<file path="config.mk">
export PLATFORM = sky130hd
export DESIGN_NAME = io_bus_arbiter
export DESIGN_NICKNAME = d
export VERILOG_FILES = /design/src/rtl/io_bus_arbiter.sv
export SDC_FILE = /design/constraint.sdc
export NUM_CORES = 1
export LEC_CHECK = 0
export BUFFER_PORTS_ARGS = -buffer_cell sky130_fd_sc_hd__buf_4
export CAP_MARGIN = 25
export CORE_AREA = 2 2 92 59
export CTS_BUF_LIST = sky130_fd_sc_hd__clkbuf_4
export DETAILED_ROUTE_END_ITERATION = 10
export DIE_AREA = 0 0 94 61
export PLACE_DENSITY_LB_ADDON = 0.15
export REMOVE_ABC_BUFFERS = 1
export SLEW_MARGIN = 20
export SYNTH_ARGS = -nofsm -noshare
export SYNTH_HDL_FRONTEND = slang
export SYNTH_SLANG_ARGS = --single-unit
export TNS_END_PERCENT = 30
</file>
<file path="constraint.sdc">
create_clock -name CLK -period 2.9 [get_ports CLK]
set_input_delay 0.435 -clock CLK [delete_from_list [all_inputs] [get_ports CLK]]
set_output_delay 0.435 -clock CLK [all_outputs]
set_load 0.01 [all_outputs]
</file>
<file path="src/rtl/io_bus_arbiter.sv">
// Round-robin arbiter sharing one 8-bit I/O device bus between the 68K and the Z80 window.
// Grant counters M_CNT/Z_CNT are built only when IO_ARB_STATS_EN is defined; otherwise they read 0.
module io_bus_arbiter #(
  parameter int TIMEOUT = 255,
  parameter int TW      = 8
) (
  input  logic        CLK,
  input  logic        RESET,
  input  logic        CE,
  input  logic        M_SEL,
  input  logic [3:0]  M_A,
  input  logic        M_RNW,
  input  logic [7:0]  M_DI,
  output logic [7:0]  M_DO,
  output logic        M_DTACK_N,
  input  logic        Z_SEL,
  input  logic [3:0]  Z_A,
  input  logic        Z_RNW,
  input  logic [7:0]  Z_DI,
  output logic [7:0]  Z_DO,
  output logic        Z_DTACK_N,
  output logic        IO_SEL,
  output logic [3:0]  IO_A,
  output logic        IO_RNW,
  output logic [7:0]  IO_DO,
  input  logic [7:0]  IO_DI,
  input  logic        IO_DTACK_N,
  output logic        TO_ERR,
  output logic        GNT_Z,
  output logic [15:0] M_CNT,
  output logic [15:0] Z_CNT
);

  // state | meaning
  // IDLE  | no device cycle; pick a pending requester on CE
  // BUSY  | IO_SEL high, waiting for device ack or timeout
  // DRAIN | IO_SEL low, waiting for the device to release DTACK
  typedef enum logic [1:0] {IDLE, BUSY, DRAIN} state_t;

  localparam logic [TW-1:0] TO_LAST = TW'(TIMEOUT - 1);

  state_t        state, state_next;
  logic [TW-1:0] timer;
  logic          owner_z;
  logic          m_served, z_served;
  logic          m_pend, z_pend;
  logic          grant_m, grant_z, tie, ack, tmo, done;
  logic          m_deliver, z_deliver;

  assign m_pend = M_SEL && M_DTACK_N && !m_served;
  assign z_pend = Z_SEL && Z_DTACK_N && !z_served;
  assign done   = ack || tmo;

  // An owner that dropped SEL (even if it re-raised it) lost its served flag and gets no ack.
  assign m_deliver = done && !owner_z && M_SEL && m_served;
  assign z_deliver = done &&  owner_z && Z_SEL && z_served;

  always_ff @(posedge CLK or posedge RESET) begin
    if (RESET) state <= IDLE;
    else       state <= state_next;
  end

  always_comb begin
    state_next = state;
    grant_m    = 1'b0;
    grant_z    = 1'b0;
    tie        = 1'b0;
    ack        = 1'b0;
    tmo        = 1'b0;
    case (state)
      IDLE: if (CE) begin
        if (m_pend && z_pend) begin
          tie     = 1'b1;
          grant_m = GNT_Z;
          grant_z = ~GNT_Z;
        end else begin
          grant_m = m_pend;
          grant_z = z_pend;
        end
        if (m_pend || z_pend) state_next = BUSY;
      end
      BUSY: if (CE) begin
        ack = ~IO_DTACK_N;
        tmo = IO_DTACK_N && (timer == TO_LAST);
        if (ack || tmo) state_next = DRAIN;
      end
      DRAIN: if (CE && IO_DTACK_N) state_next = IDLE;
      default: state_next = IDLE;
    endcase
  end

  always_ff @(posedge CLK or posedge RESET) begin
    if (RESET) begin
      M_DO      <= 8'hFF;
      Z_DO      <= 8'hFF;
      M_DTACK_N <= 1'b1;
      Z_DTACK_N <= 1'b1;
      IO_SEL    <= 1'b0;
      IO_A      <= '0;
      IO_RNW    <= 1'b1;
      IO_DO     <= 8'hFF;
      TO_ERR    <= 1'b0;
      GNT_Z     <= 1'b1;
      owner_z   <= 1'b0;
      m_served  <= 1'b0;
      z_served  <= 1'b0;
      timer     <= '0;
    end else if (CE) begin
      TO_ERR <= tmo;
      // GNT_Z only flips when a tie is broken, so alternation holds across contended pairs.
      if (tie) GNT_Z <= ~GNT_Z;
      if (grant_m || grant_z) begin
        owner_z <= grant_z;
        IO_SEL  <= 1'b1;
        IO_A    <= grant_z ? Z_A   : M_A;
        IO_RNW  <= grant_z ? Z_RNW : M_RNW;
        IO_DO   <= grant_z ? Z_DI  : M_DI;
        timer   <= '0;
      end else if (state == BUSY) begin
        timer <= timer + 1'b1;
      end
      if (done) IO_SEL <= 1'b0;
      if (grant_m) m_served <= 1'b1;
      if (grant_z) z_served <= 1'b1;
      if (m_deliver) begin
        M_DTACK_N <= 1'b0;
        if (IO_RNW) M_DO <= ack ? IO_DI : 8'hFF;
      end
      if (z_deliver) begin
        Z_DTACK_N <= 1'b0;
        if (IO_RNW) Z_DO <= ack ? IO_DI : 8'hFF;
      end
      if (!M_SEL) begin
        M_DTACK_N <= 1'b1;
        m_served  <= 1'b0;
      end
      if (!Z_SEL) begin
        Z_DTACK_N <= 1'b1;
        z_served  <= 1'b0;
      end
    end
  end

`ifdef IO_ARB_STATS_EN
  always_ff @(posedge CLK or posedge RESET) begin
    if (RESET) begin
      M_CNT <= '0;
      Z_CNT <= '0;
    end else begin
      if (grant_m && M_CNT != 16'hFFFF) M_CNT <= M_CNT + 16'd1;
      if (grant_z && Z_CNT != 16'hFFFF) Z_CNT <= Z_CNT + 16'd1;
    end
  end
`else
  assign M_CNT = '0;
  assign Z_CNT = '0;
`endif

endmodule

</file>
==> flow_metrics.env <==
export IMPL_die_x_um=94
export IMPL_total_via_count_after_detailed_routing=1869
export IMPL_post_cts_setup_buffer_count=0
export IMPL_final_setup_skew_ps=13.7
export IMPL_ant_nets=0
export IMPL_insertion_delay_ps=370
export IMPL_numCtsBuffers=5
export IMPL_critical_path_endpoint="M_DO[5]"
export IMPL_syn_avg_cell_area_um2=10.3
export IMPL_number_of_synthesized_flops_with_an_enable_pin=0
export IMPL_cts_max_path_buffers=2
export IMPL_holdPathStages=3
export IMPL_route_final_wire_length_um=5230
export IMPL_placed_area_um2=2970
export IMPL_root_buffer_master="sky130_fd_sc_hd__clkbuf_4"
export IMPL_htreeDepth=2
export IMPL_drive_gt1_frac=0.438
export IMPL_report_final_hold_viol_count=0
export IMPL_rsz0062_at_grt="false"
export IMPL_cts_sinks=47
export IMPL_synth_cell_types=53
export IMPL_ys_ff_latch=47
export IMPL_post_route_cell_area_um2=3060
export IMPL_clkSlewWorstSetupHoldPaths_ps=130
export IMPL_synthesis_instances=248
export IMPL_drtIter0Drc=72
export IMPL_worstSetupPathType="flop to flop"
export IMPL_final_common_cell="sky130_fd_sc_hd__buf_4"
export IMPL_vdd_ir_drop_worst_uv=514
export IMPL_synth_adder_area_share=0.00977
export IMPL_synth_sequential_area_ratio=0.473
export IMPL_p_per_area_nw_per_um2=811
export IMPL_drc_errors=0
export IMPL_synthMuxAreaShare=0.0787
export IMPL_grt_start_max_net_pins=48
export IMPL_highest_achievable_clock_rate_ghz=0.467
export IMPL_post_synth_and_or_nand_nor_area_fraction=0.177
export IMPL_antenna_cells_inserted=0
export IMPL_synth_area_um2=2560
export IMPL_viasPerCell=4.84
export IMPL_synth_top_family_by_area="simple AND/OR/NAND/NOR gates"
export IMPL_layout_area_overhead_vs_synth_pct=19.4
export IMPL_floorplan_die_area_um2=5730
export IMPL_num_io_pins=106
export IMPL_floorplan_initialDensity=0.525
export IMPL_tns_ps=0
export IMPL_run_status="completed"
export IMPL_detail_routed_net_length_per_standard_cell_um=13.6
export IMPL_synth_xor_area_frac=0.00342
export IMPL_yosysWarningCount=0
export IMPL_ctsResizeCount=0
export IMPL_standard_cell_row_count=20
export IMPL_setup_worst_path_start_class="flop"
export IMPL_total_power_uw=2480
export IMPL_vias_in_the_first_global_route=1700
export IMPL_most_used_cells_in_the_layout_excluding_fill_and_tap_cells="sky130_fd_sc_hd__buf_4 (74), sky130_fd_sc_hd__nand2_1 (40), sky130_fd_sc_hd__conb_1 (32)"
export IMPL_die_height_um=61
export IMPL_worst_ep_required_time_ps=3210
export IMPL_design_core_area_um2=4880
export IMPL_cts_tree="built"
export IMPL_io_buffers=73
export IMPL_critical_path_startpoint="state[0]"
export IMPL_post_route_min_period_ps=2140
export IMPL_reg2reg_depth=4
export IMPL_report_final_setup_viol=0
export IMPL_timing_critical_path_to_type="flop"
export IMPL_dp_final_hpwl_um=3810
export IMPL_regToRegEndpoint="M_DO[5]"
export IMPL_leakage_uw=0.00144
export IMPL_cp_data_arrival_time_ps=2450
export IMPL_timing_final_max_slew_violations=0
export IMPL_grt_overflow=0
export IMPL_wire_length_of_the_first_global_routing_pass_um=8210
export IMPL_most_used_flip_flop_cell_after_synthesis="sky130_fd_sc_hd__dfstp_2"
export IMPL_number_of_antenna_violations_at_the_first_check_in_global_routing=0
export IMPL_post_layout_nets=361
export IMPL_max_cap_violations=0
export IMPL_r2r_setup_slack_ps=760
export IMPL_postSynth_asyncResetShare=1.00
export IMPL_cp_max_fo=13
export IMPL_slew_headroom=0.546
export IMPL_firstDrtPassIters=4
export IMPL_synth_compound_area_frac=0.113
export IMPL_hold_path_class="primary input to flop"
export IMPL_grt_total_usage=0.190
export IMPL_worst_margin_pin_slew_ps=677
export IMPL_final_period_utilization=0.739
export IMPL_rr_startpoint="state[0]"
export IMPL_final_weighted_congestion_in_routability_driven_placement=0.766
[stage by stage]
| step | utilization | setup slack [ps] | hold slack, ps | instances |
|---|---|---|---|---|
| 2_1_floorplan | - | 1150 | 470 | 236 |
| 3_3_place_gp | 0.609 | 805 | 492 | 376 |
| 3_5_place_dp | 0.609 | 715 | 494 | 376 |
| 4_1_cts | 0.621 | 745 | 264 | 384 |
| 5_1_grt | 0.627 | 567 | 259 | 386 |
| 6_report | 0.627 | 758 | 281 | 386 |
[area by class of cell]
type / instances / area, um^2
sequential: 47 / 1210
tap: 66 / 82.6
fill: 421 / 1820
timing repair buffer: 76 / 586
inverter: 6 / 22.5
clock inverter: 1 / 5.00
multi-input combinational: 183 / 1100
clock buffer: 7 / 52.6
[worst max-delay path, cell delays in order (launching register included)]
cell and delay [ps]:
sky130_fd_sc_hd__dfrtp_1 530, sky130_fd_sc_hd__nand3b_1 370, sky130_fd_sc_hd__nor3_1 330, sky130_fd_sc_hd__and4_1 480, sky130_fd_sc_hd__mux2_2 380
[worst min-delay path by stage]
stage                   from       end  slack [ps]
global placement    IO_DO[2]  IO_DO[2]         490
finish               M_DI[6]  IO_DO[6]         280
global route         M_DI[0]  IO_DO[0]         260
CTS                  M_DI[2]  IO_DO[2]         260
detailed placement  IO_DO[2]  IO_DO[2]         490
floorplan            owner_z   owner_z         470
[sequential cells by signal (all words and copies together) (netlist names), 2 cells and up]
name	count
timer	8
IO_A	4
state	2
M_DO	8
Z_DO	8
IO_DO	8
[cell usage after synthesis (2+ instances only)]
cell type                  instances  share of area
sky130_fd_sc_hd__a21o_1            2         0.0059
sky130_fd_sc_hd__a21oi_1           4         0.0078
sky130_fd_sc_hd__a22o_2            2         0.0078
sky130_fd_sc_hd__a31oi_1          13          0.032
sky130_fd_sc_hd__buf_2             2         0.0039
sky130_fd_sc_hd__buf_4            33          0.097
sky130_fd_sc_hd__buf_6             5          0.022
sky130_fd_sc_hd__clkbuf_8          2          0.011
sky130_fd_sc_hd__dfrtp_1          19           0.19
sky130_fd_sc_hd__dfstp_2          28           0.29
sky130_fd_sc_hd__ha_1              2         0.0098
sky130_fd_sc_hd__inv_1             6         0.0088
sky130_fd_sc_hd__mux2_1            2         0.0088
sky130_fd_sc_hd__mux2_2           15          0.066
sky130_fd_sc_hd__nand2_1          40          0.059
sky130_fd_sc_hd__nand2b_1          2         0.0049
sky130_fd_sc_hd__nand3_1           4         0.0078
sky130_fd_sc_hd__nand3b_1          2         0.0059
sky130_fd_sc_hd__nand4_1           2         0.0049
sky130_fd_sc_hd__nor2_1           15          0.022
sky130_fd_sc_hd__nor3_1            2         0.0039
sky130_fd_sc_hd__o21a_1            3         0.0088
sky130_fd_sc_hd__o21ai_0           5         0.0098
sky130_fd_sc_hd__or2b_1            2         0.0059
sky130_fd_sc_hd__or3_1             8          0.020
[per-layer routing]
layer,vias up,share of wire,global-route usage
met5,-,0,0
met4,0,0.011,0.0621
met3,5,0.093,0.0733
met2,78,0.41,0.262
met1,860,0.49,0.276
li1,926,-,-
[cells by family after synthesis]
logic type	after synthesis
other	1
xor gates and xnor gates	1
buffers and inverters	49
adders and majority gates	2
and+or+nand+nor	91
AOI/OAI and AO/OA	39
DFF	47
muxes	18
[what timing repair did]
action | in CTS | in global routing
hold buffers | 0 | 1
setup endpoints to repair | 0 | 0
hold endpoints to repair | 0 | 3
[power by group]
part	internal [uW]	switching [uW]
sequential	1000	192
combinational	499	465
clock	114	207
Note: power is estimated with default switching activity, not from simulation.
